### config.mk
export PLATFORM = sky130hd
export DESIGN_NAME = mandel_scheduler
export DESIGN_NICKNAME = d
export VERILOG_FILES = /design/src/rtl/mandel_pkg.sv /design/src/rtl/mandel_coord_gen.sv /design/src/rtl/mandel_scheduler.sv
export SDC_FILE = /design/constraint.sdc
export NUM_CORES = 1
export LEC_CHECK = 0
export ABC_AREA = 0
export CAP_MARGIN = 20
export CORE_AREA = 5 5 159 221
export DETAILED_ROUTE_END_ITERATION = 6
export DIE_AREA = 0 0 164 226
export DONT_BUFFER_PORTS = 1
export PLACE_DENSITY = 0.52
export SYNTH_ARGS = -nofsm -noshare
export SYNTH_HDL_FRONTEND = slang
export SYNTH_SLANG_ARGS = --single-unit
export TNS_END_PERCENT = 50
### constraint.sdc
create_clock -name clock -period 5.8 [get_ports clock]
set_clock_uncertainty 0.1 [all_clocks]
set_input_delay 1.74 -clock clock [delete_from_list [all_inputs] [get_ports clock]]
set_output_delay 1.74 -clock clock [all_outputs]
set_load 0.03 [all_outputs]
### src/rtl/mandel_pkg.sv
// Shared constants and types for the Mandelbrot frame scheduler.
// The optional abort input is enabled by the MANDEL_SCHED_ABORT_EN macro.
package mandel_pkg;

  localparam int DEF_WIDTH  = 32;
  localparam int DEF_CNT_W  = 8;
  localparam int DEF_COLS   = 160;
  localparam int DEF_ROWS   = 120;
  localparam int DEF_ADDR_W = 15;

  typedef logic [1:0] state_t;

  localparam state_t S_IDLE  = 2'd0;
  localparam state_t S_ISSUE = 2'd1;
  localparam state_t S_WAIT  = 2'd2;
  localparam state_t S_NEXT  = 2'd3;

  typedef logic [DEF_WIDTH-1:0] coord_t;

endpackage

### src/rtl/mandel_coord_gen.sv
// Raster walker: x/y counters, linear framebuffer address and the re/im
// coordinate accumulators (addition only, wrapping modulo 2^WIDTH).
module mandel_coord_gen
  import mandel_pkg::*;
#(
  parameter int WIDTH  = DEF_WIDTH,
  parameter int COLS   = DEF_COLS,
  parameter int ROWS   = DEF_ROWS,
  parameter int ADDR_W = DEF_ADDR_W
) (
  input  logic              clock,
  input  logic              reset_n,
  input  logic              i_load,
  input  logic              i_advance,
  input  logic [WIDTH-1:0]  i_start_re,
  input  logic [WIDTH-1:0]  i_start_im,
  input  logic [WIDTH-1:0]  i_step,
  output logic [WIDTH-1:0]  o_re,
  output logic [WIDTH-1:0]  o_im,
  output logic [ADDR_W-1:0] o_addr,
  output logic              o_last_col,
  output logic              o_last_pixel
);

  localparam int XW = (COLS > 1) ? $clog2(COLS) : 1;
  localparam int YW = (ROWS > 1) ? $clog2(ROWS) : 1;

  logic [XW-1:0]     r_x;
  logic [YW-1:0]     r_y;
  logic [WIDTH-1:0]  r_re;
  logic [WIDTH-1:0]  r_im;
  logic [WIDTH-1:0]  r_start_re;
  logic [WIDTH-1:0]  r_step;
  logic [ADDR_W-1:0] r_addr;
  logic              w_last_col;
  logic              w_last_pixel;

  assign w_last_col   = (r_x == XW'(COLS - 1));
  assign w_last_pixel = w_last_col && (r_y == YW'(ROWS - 1));

  always_ff @(posedge clock or negedge reset_n) begin
    if (!reset_n) begin
      r_x        <= '0;
      r_y        <= '0;
      r_re       <= '0;
      r_im       <= '0;
      r_start_re <= '0;
      r_step     <= '0;
      r_addr     <= '0;
    end else if (i_load) begin
      r_x        <= '0;
      r_y        <= '0;
      r_re       <= i_start_re;
      r_im       <= i_start_im;
      r_start_re <= i_start_re;
      r_step     <= i_step;
      r_addr     <= '0;
    end else if (i_advance && !w_last_pixel) begin
      // Row wrap reloads the real part from the latched window origin.
      if (w_last_col) begin
        r_x  <= '0;
        r_y  <= r_y + 1'b1;
        r_re <= r_start_re;
        r_im <= r_im + r_step;
      end else begin
        r_x  <= r_x + 1'b1;
        r_re <= r_re + r_step;
      end
      r_addr <= r_addr + 1'b1;
    end
  end

  assign o_re         = r_re;
  assign o_im         = r_im;
  assign o_addr       = r_addr;
  assign o_last_col   = w_last_col;
  assign o_last_pixel = w_last_pixel;

endmodule

### src/rtl/mandel_scheduler.sv
// Frame sequencer: walks every pixel, offers one point at a time to the
// iteration core and writes each returned count to the framebuffer.
// Define MANDEL_SCHED_ABORT_EN to add the abort input.
module mandel_scheduler
  import mandel_pkg::*;
#(
  parameter int WIDTH  = DEF_WIDTH,
  parameter int COLS   = DEF_COLS,
  parameter int ROWS   = DEF_ROWS,
  parameter int ADDR_W = DEF_ADDR_W,
  parameter int CNT_W  = DEF_CNT_W
) (
  input  logic              clock,
  input  logic              reset_n,
  input  logic              frame_start,
  input  logic [WIDTH-1:0]  start_re,
  input  logic [WIDTH-1:0]  start_im,
  input  logic [WIDTH-1:0]  step,
`ifdef MANDEL_SCHED_ABORT_EN
  input  logic              abort,
`endif
  output logic              busy,
  output logic              frame_done,
  output logic              core_valid,
  input  logic              core_ready,
  output logic [WIDTH-1:0]  core_re,
  output logic [WIDTH-1:0]  core_im,
  input  logic              res_valid,
  input  logic [CNT_W-1:0]  res_count,
  output logic              fb_we,
  output logic [ADDR_W-1:0] fb_addr,
  output logic [CNT_W-1:0]  fb_data,
  output logic [1:0]        dbg_state
);

  // Core handshake: a point transfers on a rising edge where core_valid and
  // core_ready are both high; core_re/core_im hold while valid waits for ready.

  state_t            r_state;
  logic              r_busy;
  logic              r_frame_done;
  logic              r_core_valid;
  logic              r_fb_we;
  logic [ADDR_W-1:0] r_fb_addr;
  logic [CNT_W-1:0]  r_fb_data;
  logic              r_abort_pend;

  logic              w_abort;
  logic              w_load;
  logic              w_advance;
  logic [ADDR_W-1:0] w_addr;
  logic              w_last_col;
  logic              w_last_pixel;

`ifdef MANDEL_SCHED_ABORT_EN
  assign w_abort = abort;
`else
  assign w_abort = 1'b0;
`endif

  assign w_load    = (r_state == S_IDLE) && frame_start;
  assign w_advance = (r_state == S_NEXT) && !w_abort;

  mandel_coord_gen #(
    .WIDTH  (WIDTH),
    .COLS   (COLS),
    .ROWS   (ROWS),
    .ADDR_W (ADDR_W)
  ) u_coord (
    .clock        (clock),
    .reset_n      (reset_n),
    .i_load       (w_load),
    .i_advance    (w_advance),
    .i_start_re   (start_re),
    .i_start_im   (start_im),
    .i_step       (step),
    .o_re         (core_re),
    .o_im         (core_im),
    .o_addr       (w_addr),
    .o_last_col   (w_last_col),
    .o_last_pixel (w_last_pixel)
  );

  always_ff @(posedge clock or negedge reset_n) begin
    if (!reset_n) begin
      r_state      <= S_IDLE;
      r_busy       <= 1'b0;
      r_frame_done <= 1'b0;
      r_core_valid <= 1'b0;
      r_fb_we      <= 1'b0;
      r_fb_addr    <= '0;
      r_fb_data    <= '0;
      r_abort_pend <= 1'b0;
    end else begin
      r_fb_we      <= 1'b0;
      r_frame_done <= 1'b0;
      case (r_state)
        S_IDLE: begin
          r_abort_pend <= 1'b0;
          if (frame_start) begin
            r_busy       <= 1'b1;
            r_core_valid <= 1'b1;
            r_state      <= S_ISSUE;
          end
        end
        S_ISSUE: begin
          // Abort wins over a same-cycle handshake; a late result is ignored in IDLE.
          if (w_abort) begin
            r_core_valid <= 1'b0;
            r_busy       <= 1'b0;
            r_frame_done <= 1'b1;
            r_state      <= S_IDLE;
          end else if (core_ready) begin
            r_core_valid <= 1'b0;
            r_state      <= S_WAIT;
          end
        end
        S_WAIT: begin
          if (w_abort) r_abort_pend <= 1'b1;
          if (res_valid) begin
            if (r_abort_pend || w_abort) begin
              r_busy       <= 1'b0;
              r_frame_done <= 1'b1;
              r_state      <= S_IDLE;
            end else begin
              r_fb_we   <= 1'b1;
              r_fb_addr <= w_addr;
              r_fb_data <= res_count;
              r_state   <= S_NEXT;
            end
          end
        end
        S_NEXT: begin
          if (w_abort || w_last_pixel) begin
            r_busy       <= 1'b0;
            r_frame_done <= 1'b1;
            r_state      <= S_IDLE;
          end else begin
            r_core_valid <= 1'b1;
            r_state      <= S_ISSUE;
          end
        end
        default: r_state <= S_IDLE;
      endcase
    end
  end

  assign busy       = r_busy;
  assign frame_done = r_frame_done;
  assign core_valid = r_core_valid;
  assign fb_we      = r_fb_we;
  assign fb_addr    = r_fb_addr;
  assign fb_data    = r_fb_data;
  assign dbg_state  = r_state;

endmodule

==> results.json <==
{
  "status": "complete, no violations",
  "h-tree-depth": 4,
  "avgSynthCellArea_um2": 8.786,
  "worst-setup-path-type": "reg -> reg",
  "min_path_type": "reg -> reg",
  "crit_family": "compound AO/OA/AOI/OAI gates",
  "powerDensity_mw_per_mm2": 729.3,
  "min_path_cells": 2,
  "post_cts_resized": 0,
  "antenna_left": 0,
  "die_area_mm2": 0.03706,
  "vias": 9072,
  "synth_flop_cell": "dfrtp_1",
  "overflow": 0,
  "firstDrtPassIters": 5,
  "io_buffers": 0,
  "routedWlPerCell_um": 19.48,
  "grt_first_pass_wirelength_mm": 51.41,
  "worst-path-buf-inv": 0,
  "grt_start_max_net_pins": 188,
  "path_max_fanout": 3,
  "hp-start": "u_coord.r_start_re[26]",
  "layout_min_cycle_time_ns": 3.322,
  "hold_viol_final": 0,
  "post-place-ws_ns": 2.283,
  "hpwl_mm": 24.79,
  "cts-root-buf": "clkbuf_16",
  "netlist_area_mm2": 0.01132,
  "synth_edf_count": 0,
  "synthToLayoutAreaGrowth_pct": 8.232,
  "cts_num_sinks": 187,
  "grt_usage_pct": 17.94,
  "die_h_um": 226,
  "grt_pass1_vias": 9088,
  "ys.warnings.count": 0,
  "crit_path_top_delay_cell": "dfrtp_1",
  "fillers": 3467,
  "cts.clk_slew.worst_paths_ns": 0.08,
  "syn_nets": 1470,
  "cts_tree": "yes",
  "yosys.area.top_type": "dfrtp_1",
  "critPathRequiredTime_ns": 6.02,
  "drv_cap": 0,
  "rrSetupSlack_ns": 2.48,
  "fin_ws_ns": 2.478,
  "max_freq_mhz": 301.0,
  "antenna_found_initial": 1,
  "holdBufCountCts": 0,
  "io_pins": 202,
  "startpoint_type": "flop",
  "drive_gt1_share_pct": 7.165,
  "die_w_um": 164,
  "min_to": "u_coord.r_start_re[26]",
  "place_congestion": 0.8434,
  "clkLatencyLatePin_ns": 0.45,
  "finalSetupViolations": 0,
  "cp_data_arrival_time_ns": 3.54,
  "wl_mm": 33.45,
  "drtIter0Drc": 525,
  "cpPeakStageDelay_ns": 0.53,
  "syn_inst": 1289,
  "ys_ff_latch": 187,
  "relSlewSlack_pct": 31.87,
  "final_nets": 1438,
  "start_util_pct": 34.30,
  "r2r_cells": 11,
  "viasPerCell": 5.284,
  "peakVddDrop_mv": 0.2731,
  "fin_crit_sh_pct": 57.27,
  "post-route-drc-count": 0,
  "async_flop_share_pct": 100.0,
  "worstMarginPinSlew_ns": 1.019,
  "p_leak_nw": 5.628,
  "synth_top_cell_area_share_pct": 41.32,
  "crit_path_end_kind": "flop",
  "rsz0062_at_grt": "false",
  "worstPathCellList": "ha_1, fa_1, a21o_1, nand4_1, a21oi_1, o211ai_1, nand3_1, a31oi_1, o21ai_0, xnor2_1, o221ai_1",
  "core_mm2": 0.03301,
  "crit-reg2reg-launch": "u_coord.o_re[0]",
  "cts_buffers": 17,
  "num_rows": 79,
  "finalSetupTns_ns": 0,
  "yosysSeqAreaShare_pct": 41.32,
  "ys_types": 76,
  "yosys-top-cells-area": "dfrtp_1, nand2_1, ha_1",
  "cts_buffer_depth": 2,
  "rr_endpoint": "u_coord.o_re[24]",
  "post_cts_buffers": 0,
  "maxSlewViolCount": 0
}
[cell type report]
cell class,count,area (um^2),share of cell area (%)
well taps,445,556.8,4.543
inverters,22,82.58,0.6737
clock inverters,15,155.1,1.266
multi-input cells,1022,6300,51.40
diodes,2,5.005,0.04083
repair buffers,7,52.55,0.4287
clock buffers,17,425.4,3.471
flip-flops and latches,187,4679,38.18
[Yosys cell counts, drive strengths merged (4+ instances only)]
cell type  instances
and4               4
nand4             23
o21a               9
mux2              23
and3              21
a22oi              5
nand2            300
o211ai            18
or3                8
o22ai              5
clkbuf            45
nand3             24
ha                70
nor3              11
a211oi            13
a221oi             4
nor2              92
mux2i              5
a21o              27
a31oi             18
a21oi            103
xnor2             38
xor2              34
o31ai              6
nor2b              7
dfrtp            187
inv               22
a311oi             4
o21bai            12
buf               13
o21ai             97
[per-stage QoR]
stage / util (%) / cells / total power, mW / hold WS, ns / area (um^2)
floorplan: - / 1289 / 6.650 / 0.3374 / 11320
global placement: 35.35 / 1683 / 7.795 / 0.3511 / 11670
detailed placement: 35.35 / 1683 / 7.824 / 0.3541 / 11670
CTS: 37.11 / 1715 / 9.059 / 0.3732 / 12250
global route: 37.12 / 1716 / 9.743 / 0.3876 / 12250
finish: 37.13 / 1717 / 8.938 / 0.3750 / 12260
[registers in the layout (all words and copies together) (netlist names), 8 cells and up]
name and flops:
u_coord.o_addr 15, fb_addr 15, u_coord.o_re 32, u_coord.r_step 32, u_coord.r_x 8, u_coord.o_im 32, fb_data 8, u_coord.r_start_re 32
[placed cells by master, fill, tap and decap left out, types with 3 or more instances in the layout]
master | synthesis | layout
nand2_1 | 300 | 299
dfrtp_1 | 187 | 187
a21oi_1 | 98 | 98
nor2_1 | 92 | 92
o21ai_0 | 88 | 88
ha_1 | 70 | 70
xnor2_1 | 38 | 38
xor2_1 | 34 | 34
a21o_1 | 27 | 27
nand3_1 | 24 | 24
nand4_1 | 23 | 23
mux2_2 | 23 | 23
inv_1 | 22 | 22
and3_1 | 21 | 21
o211ai_1 | 18 | 18
clkbuf_16 | 0 | 17
a31oi_1 | 16 | 16
o21bai_1 | 11 | 11
a211oi_1 | 10 | 10
nor3_1 | 10 | 10
o21a_1 | 9 | 9
o21ai_1 | 8 | 8
or3_1 | 8 | 8
nor2b_1 | 7 | 7
buf_4 | 0 | 7
a22oi_1 | 5 | 5
o22ai_1 | 5 | 5
mux2i_1 | 5 | 5
a21oi_2 | 4 | 4
o31ai_1 | 4 | 4
inv_6 | 0 | 4
a211oi_2 | 3 | 3
and4_1 | 3 | 3
a311oi_1 | 3 | 3
a221oi_1 | 3 | 3
inv_8 | 0 | 3
clkinv_8 | 0 | 3
[report_power, final]
group / switching (mW) / internal [mW]
Combinational: 2.76 / 2.00
Sequential: 1.18 / 1.82
Clock: 0.605 / 0.574
[cells by family after synthesis]
group	share of synthesized area, %
buffers and inverters	3.304
AO/OA/AOI/OAI	19.96
multiplexers	2.729
adder cells (fa/ha/maj)	8.088
AND/OR/NAND/NOR	19.03
XOR/XNOR	5.568
flip-flops	41.32
[tightest hold or removal path: stages (launching register included)]
cell     delay [ns]
dfrtp_1        0.34
nand2_1        0.05
nand2_1        0.05
[how the worst max path moves through the flow]
stage | startpoint | endpoint | depth (start not counted)
5_1_grt | u_coord.r_x[0] | u_coord.o_im[16] | 9
6_report | u_coord.o_re[0] | u_coord.o_re[24] | 11
2_1_floorplan | frame_start | u_coord.o_im[25] | 6
3_5_place_dp | frame_start | u_coord.o_im[31] | 7
4_1_cts | u_coord.o_re[0] | u_coord.o_re[24] | 11
3_3_place_gp | frame_start | u_coord.o_re[15] | 5
[routing by layer]
| metal | part of all wire (%) | vias to the layer above | routed length, um | GRT usage, % |
|---|---|---|---|---|
| met5 | 0 | - | 0 | 0 |
| met2 | 53 | 180 | 17710 | 32.63 |
| met4 | 2.1 | 0 | 718 | 6.172 |
| met3 | 6.4 | 38 | 2127 | 5.605 |
| met1 | 39 | 4366 | 12890 | 19.60 |
| li1 | - | 4488 | - | - |
Note: power is estimated with default switching activity, not from simulation.
